[src/rtl/jt900h_rep_ctrl.sv]
// rtl/jt900h_rep_ctrl.sv - Block transfer / compare sequencer for LDI, LDIR, CPI and CPIR
module jt900h_rep_ctrl #(
   parameter int AW = 24
) (
   input  logic          clk,
   input  logic          rst,
   input  logic          cen,
   input  logic          start,
   input  logic [1:0]    op,
   input  logic [2:0]    w,
   input  logic [15:0]   bc_in,
   input  logic [31:0]   xde_in,
   input  logic [31:0]   xhl_in,
   input  logic [15:0]   acc_in,
   input  logic          irq,
   output logic          mem_req,
   output logic          mem_we,
   output logic [AW-1:0] mem_addr,
   output logic [15:0]   mem_dout,
   input  logic [15:0]   mem_din,
   input  logic          mem_ack,
   output logic [5:0]    alu_sel,
   output logic [2:0]    alu_w,
   output logic [31:0]   alu_op0,
   output logic [31:0]   alu_op1,
   output logic          alu_flag_we,
   input  logic [7:0]    alu_flags,
   output logic          busy,
   output logic          done,
   output logic          rep_pend,
   output logic          bc_nz,
   output logic [15:0]   bc_out,
   output logic [31:0]   xde_out,
   output logic [31:0]   xhl_out
);

   localparam logic [5:0] ALU_SUB = 6'h02;
   localparam logic [1:0] OP_CPIR = 2'd3;
   localparam logic [2:0] W_WORD  = 3'b010;

   typedef enum logic [2:0] {
      IDLE,
      RD,
      WR,
      CMP,
      CHK,
      NEXT
   } state_t;

   state_t        st, st_nx;
   logic [15:0]   bc;
   logic [31:0]   xde;
   logic [31:0]   xhl;
   logic [15:0]   acc;
   logic [15:0]   data;
   logic [1:0]    op_l;
   logic [2:0]    w_l;
   logic          match;

   logic          is_cp;
   logic          is_rep;
   logic          is_word;
   logic [15:0]   bc_dec;
   logic [31:0]   step;
   logic          term;
   logic          unused_flags;

   assign is_cp   = op_l[1];
   assign is_rep  = op_l[0];
   assign is_word = (w_l == W_WORD);
   assign bc_dec  = bc - 16'd1;
   assign step    = is_word ? 32'd2 : 32'd1;
   // bc_in=0 naturally runs 65536 times because the zero test uses the decremented value
   assign term    = !is_rep || (bc_dec == 16'd0) || ((op_l == OP_CPIR) && match);

   assign unused_flags = ^{alu_flags[7], alu_flags[5:0]};

   always_ff @(posedge clk or negedge rst) begin
      if (!rst) begin
         st <= IDLE;
      end else if (cen) begin
         st <= st_nx;
      end
   end

   always_comb begin
      st_nx       = st;
      mem_req     = 1'b0;
      mem_we      = 1'b0;
      mem_addr    = '0;
      alu_sel     = 6'd0;
      alu_w       = 3'd0;
      alu_op0     = 32'd0;
      alu_op1     = 32'd0;
      alu_flag_we = 1'b0;
      case (st)
         IDLE: begin
            if (start) st_nx = RD;
         end
         RD: begin
            mem_req  = 1'b1;
            mem_addr = xhl[AW-1:0];
            if (mem_ack) st_nx = is_cp ? CMP : WR;
         end
         WR: begin
            mem_req  = 1'b1;
            mem_we   = 1'b1;
            mem_addr = xde[AW-1:0];
            if (mem_ack) st_nx = NEXT;
         end
         CMP: begin
            alu_sel     = ALU_SUB;
            alu_w       = w_l;
            alu_op0     = {16'd0, acc};
            alu_op1     = {16'd0, data};
            alu_flag_we = 1'b1;
            st_nx       = CHK;
         end
         CHK: begin
            st_nx = NEXT;
         end
         NEXT: begin
            st_nx = (term || irq) ? IDLE : RD;
         end
         default: begin
            st_nx = IDLE;
         end
      endcase
   end

   always_ff @(posedge clk or negedge rst) begin
      if (!rst) begin
         bc       <= 16'd0;
         xde      <= 32'd0;
         xhl      <= 32'd0;
         acc      <= 16'd0;
         data     <= 16'd0;
         op_l     <= 2'd0;
         w_l      <= 3'd0;
         match    <= 1'b0;
         busy     <= 1'b0;
         done     <= 1'b0;
         rep_pend <= 1'b0;
      end else if (cen) begin
         done <= 1'b0;
         case (st)
            IDLE: begin
               if (start) begin
                  bc       <= bc_in;
                  xde      <= xde_in;
                  xhl      <= xhl_in;
                  acc      <= acc_in;
                  op_l     <= op;
                  w_l      <= w;
                  match    <= 1'b0;
                  busy     <= 1'b1;
                  rep_pend <= 1'b0;
               end
            end
            RD: begin
               if (mem_ack) data <= is_word ? mem_din : {8'd0, mem_din[7:0]};
            end
            CHK: begin
               match <= alu_flags[6];
            end
            NEXT: begin
               bc  <= bc_dec;
               xhl <= xhl + step;
               if (!is_cp) xde <= xde + step;
               // An interrupt only stops a repeat that still has work left; rep_pend flags re-issue
               if (term || irq) begin
                  busy     <= 1'b0;
                  done     <= 1'b1;
                  rep_pend <= !term;
               end
            end
            default: begin
            end
         endcase
      end
   end

   assign mem_dout = data;
   assign bc_nz    = (bc != 16'd0);
   assign bc_out   = bc;
   assign xde_out  = xde;
   assign xhl_out  = xhl;

endmodule

[config.mk]
export PLATFORM = sky130hd
export DESIGN_NAME = jt900h_rep_ctrl
export DESIGN_NICKNAME = d
export VERILOG_FILES = /design/src/rtl/jt900h_rep_ctrl.sv
export SDC_FILE = /design/constraint.sdc
export NUM_CORES = 1
export LEC_CHECK = 0
export CAP_MARGIN = 10
export CORE_ASPECT_RATIO = 1.2
export CORE_MARGIN = 5
export CORE_UTILIZATION = 39
export CTS_CLUSTER_DIAMETER = 200
export DETAILED_ROUTE_END_ITERATION = 8
export MAX_ROUTING_LAYER = met4
export PLACE_DENSITY = 0.77
export SLEW_MARGIN = 20
export SYNTH_ARGS = -nofsm -noshare
export SYNTH_HDL_FRONTEND = slang
export SYNTH_SLANG_ARGS = --single-unit
[constraint.sdc]
create_clock -name clk -period 3.4 [get_ports clk]
set_clock_uncertainty 0.05 [all_clocks]
set_input_delay 1.02 -clock clk [delete_from_list [all_inputs] [get_ports clk]]
set_output_delay 1.02 -clock clk [all_outputs]
set_load 0.01 [all_outputs]
==> key figures <==
Status
  • Status: completed

STA
  • Setup-failing EPs final: 0
  • Fmax: roughly 300 MHz
  • Period Utilization, post-route: 98.0%
  • Relative slew margins: roughly 37%
  • Worst hold slack: slightly above 0.4 ns
  • Final hold violation count: 0
  • Setup_tns: 0 ns
  • Final slew viol count: 0
  • RSZ-0062 raised after global routing: true
  • Fin crit period: around 3.3 ns
  • Worst slew pin tran: 0.936 ns

Worst setup path
  • Kind of critical path: reg -> out
  • Max FO, Critical Path: 2
  • Startpoint type of the worst setup path: register
  • Worst endpoint required time: 2.33 ns
  • Worst Setup End Kind: output pin
  • Crit path arrival time: about 2.3 ns

Drt
  • Post-Route WL: about 30000 um
  • # DRC: 0
  • Vias per cell: between 5 and 6
  • DRT iter0 DRCs: around 590
  • Vias post-DR: approximately 8600
  • Average routed wire per standard cell: 19.2 um
  • Antenna violation net count after detailed routing: 0
  • First-pass iteration count of the detailed router: 5

Clocking
  • TritonCTS clock tree: yes
  • Worst-Skew Late Latency: 0.42 ns
  • Max clock buf depth: 2
  • CTS Root Cell: clkbuf_16
  • Post-CTS setup repair buffer count: 0
  • Num CTS Buffers: 17
  • Worst-path clk slew: about 0.050 ns
  • Clk sink count: between 100 and 150
  • H-tree Lvls: 4

Finish
  • Fillers: 1784
  • Layout cells sized above 1: under 10%
  • Post-route cell area: roughly 0.012 mm2
  • Final #Nets: 1394
  • Footprint of the multi-input gates: 0.00428 mm2
  • Area delta synth->final: 49.1%
  • Sequential cell area: roughly 0.0031 mm2
  • Final std cells w/o fill: 1534

Power and ir drop
  • PD cells: roughly 900 mW/mm2
  • Leak Pwr: a little under 5 nW
  • Worst vdd ir: 0.456 mV

Placed design
  • Routability cong.: a little over 0.9
  • Placed Instances: between 1500 and 2000
  • HPWL after DPL: roughly 21000 um
  • # port buffers: 286
  • Placed cell area: approximately 0.011 mm2

Floorplanning
  • Die Height: 166 um
  • Initial Util: 39.2%
  • IO Pins: 331
  • Die ar.: 0.0231 mm2
  • Die W: approximately 140 um
  • Core ar.: around 0.02 mm2
  • Num rows: 57

Synthesis
  • Synth Instances: about 970
  • Syn Area/Cell: between 8 and 9 um2
  • Post-synth EDFFs: 0
  • Share of the synthesized area in the top cell type: just under 40%
  • Post-synth top cells: 194 x nand2_1, 124 x dfrtp_1, 69 x a21oi_1, 65 x clkbuf_1
  • Synthesized cell area: 0.00786 mm2
  • Top-count cell post-synth: nand2_1
  • Asr flop ratio synth: 100%
  • Warnings from Yosys: 0
  • Count of unique library cells instantiated by Yosys: 70
  • Post-synth top area cell: dfrtp_1
  • Sequential area share after synthesis: 39.5%
  • Yosys reg bits: between 100 and 150
  • Area contributors post-synth: dfrtp_1 39%, nand2_1 9.3%, a21oi_1 4.4%
  • Ys flop type: dfrtp_1

Global route
  • Total GRT Usage: ~25%
  • Vias in the first global route: around 8300
  • GRT overflow: 0
  • Initial antenna violation count: 3
  • Global-route wire length before repair: ~45000 um
  • Pin count of the biggest net entering global routing: 64

Run
  • Max-cap violations: 0

Hold path
  • Hold Crit Class: reg -> reg
-- layout make-up --
class / count / share of cell area, %
clock buffers: 23 / 4.16
diodes: 3 / 0.0640
repair buffers: 341 / 28.8
well taps: 265 / 2.83
clock inverters: 7 / 0.555
inverters: 19 / 0.608
multi-input cells: 752 / 36.5
flip-flops and latches: 124 / 26.5
-- report_power, final --
part	leakage (nW)	total, W	switching, W	internal [W]
logic	3.20	0.00568	0.00277	0.00291
registers	1.48	0.00309	0.000915	0.00218
clock network	0.271	0.00173	0.000659	0.00107
total	4.95	0.0105	0.00434	0.00616
-- routing by layer --
metal  global-route usage, %  share of wire [%]  vias up
li1                        -                  -     4045
met1                    30.1                 40     4076
met2                    41.6                 48      404
met3                    5.93                8.1       60
met4                    9.78                3.4        0
met5                       -                  0        -
-- timing repair --
item / in CTS / in global routing
hold endpoints to repair: 0 / 0
resized for setup: 6 / 2
hold buffers: 0 / 0
setup endpoints to repair: 1 / 2
pin swaps: 2 / 0
-- state kept, by name, indices dropped and copies added, names as in the netlist --
| register | cells |
|---|---|
| done | 1 |
| xde_out | 32 |
| acc | 16 |
| xhl_out | 32 |
| bc_out | 16 |
| match | 1 |
| op_l | 2 |
| st | 3 |
| w_l | 3 |
| busy | 1 |
| mem_dout | 16 |
| rep_pend | 1 |
-- metrics by stage --
stage / utilization, % / power (W) / setup slack, ns
after global routing: 58.5 / 0.0112 / -0.00556
after global placement: 55.7 / 0.00863 / 0.00107
final: 58.5 / 0.0105 / 0.0696
after detailed placement: 55.7 / 0.00877 / 0.0131
after floorplan: - / 0.00576 / 0.283
after CTS: 58.5 / 0.0106 / 0.0327
-- logic make-up (layout without fill, tap and decap cells) --
family          after synthesis  after routing  synth area share (%)
simple gates                443            443                  27.5
compound gates              256            256                  22.1
buf+inv                     133            390                  8.42
flops                       124            124                  39.5
fa+ha+maj                     8              8                  1.46
mux                           7              7                 0.891
other cells                   1             40                0.0477
xor+xnor                      1              1                 0.111
-- path summary, 6_finish.rpt --
check	slack (ns)	cells after the start	end	from
worst min register to register	0.42	2	acc[11]$_DFFE_PN0P_	acc[11]$_DFFE_PN0P_
max in group asynchronous	2.06	2	mem_dout[13]$_DFFE_PN0P_	rst
worst max-delay path	0.07	6	bc_nz	bc_out[1]$_DFFE_PN0P_
min in group asynchronous	0.55	1	xde_out[24]$_DFFE_PN0P_	rst
worst max register to register	0.31	10	xhl_out[22]$_DFFE_PN0P_	w_l[1]$_DFFE_PN0P_
worst min-delay path	0.42	2	acc[11]$_DFFE_PN0P_	acc[11]$_DFFE_PN0P_
-- cell usage in the layout (no fill, tap or decap), drive strengths merged, types with 7 or more instances in the layout --
master         instances
o22a                   7
o21ai                 41
a22o                  25
and3                  45
nor4                  16
dfrtp                124
o22ai                 21
a21oi                 69
nand3                 52
a31oi                  8
nor3                  19
nor2                  52
clkdlybuf4s50        284
nand4                 13
buf                   57
or4                    8
mux2i                  7
a2bb2oi               14
clkbuf                23
a32oi                 15
or3                    7
conb                  37
inv                   19
nand2                194
-- critical path, cell delays in order (launching register included) --
cell	delay, ns
dfrtp_1	0.38
inv_2	0.07
ha_2	0.17
or3b_4	0.38
or3_1	0.36
or3_1	0.33
buf_2	0.15
Note: power is estimated with default switching activity, not from simulation.
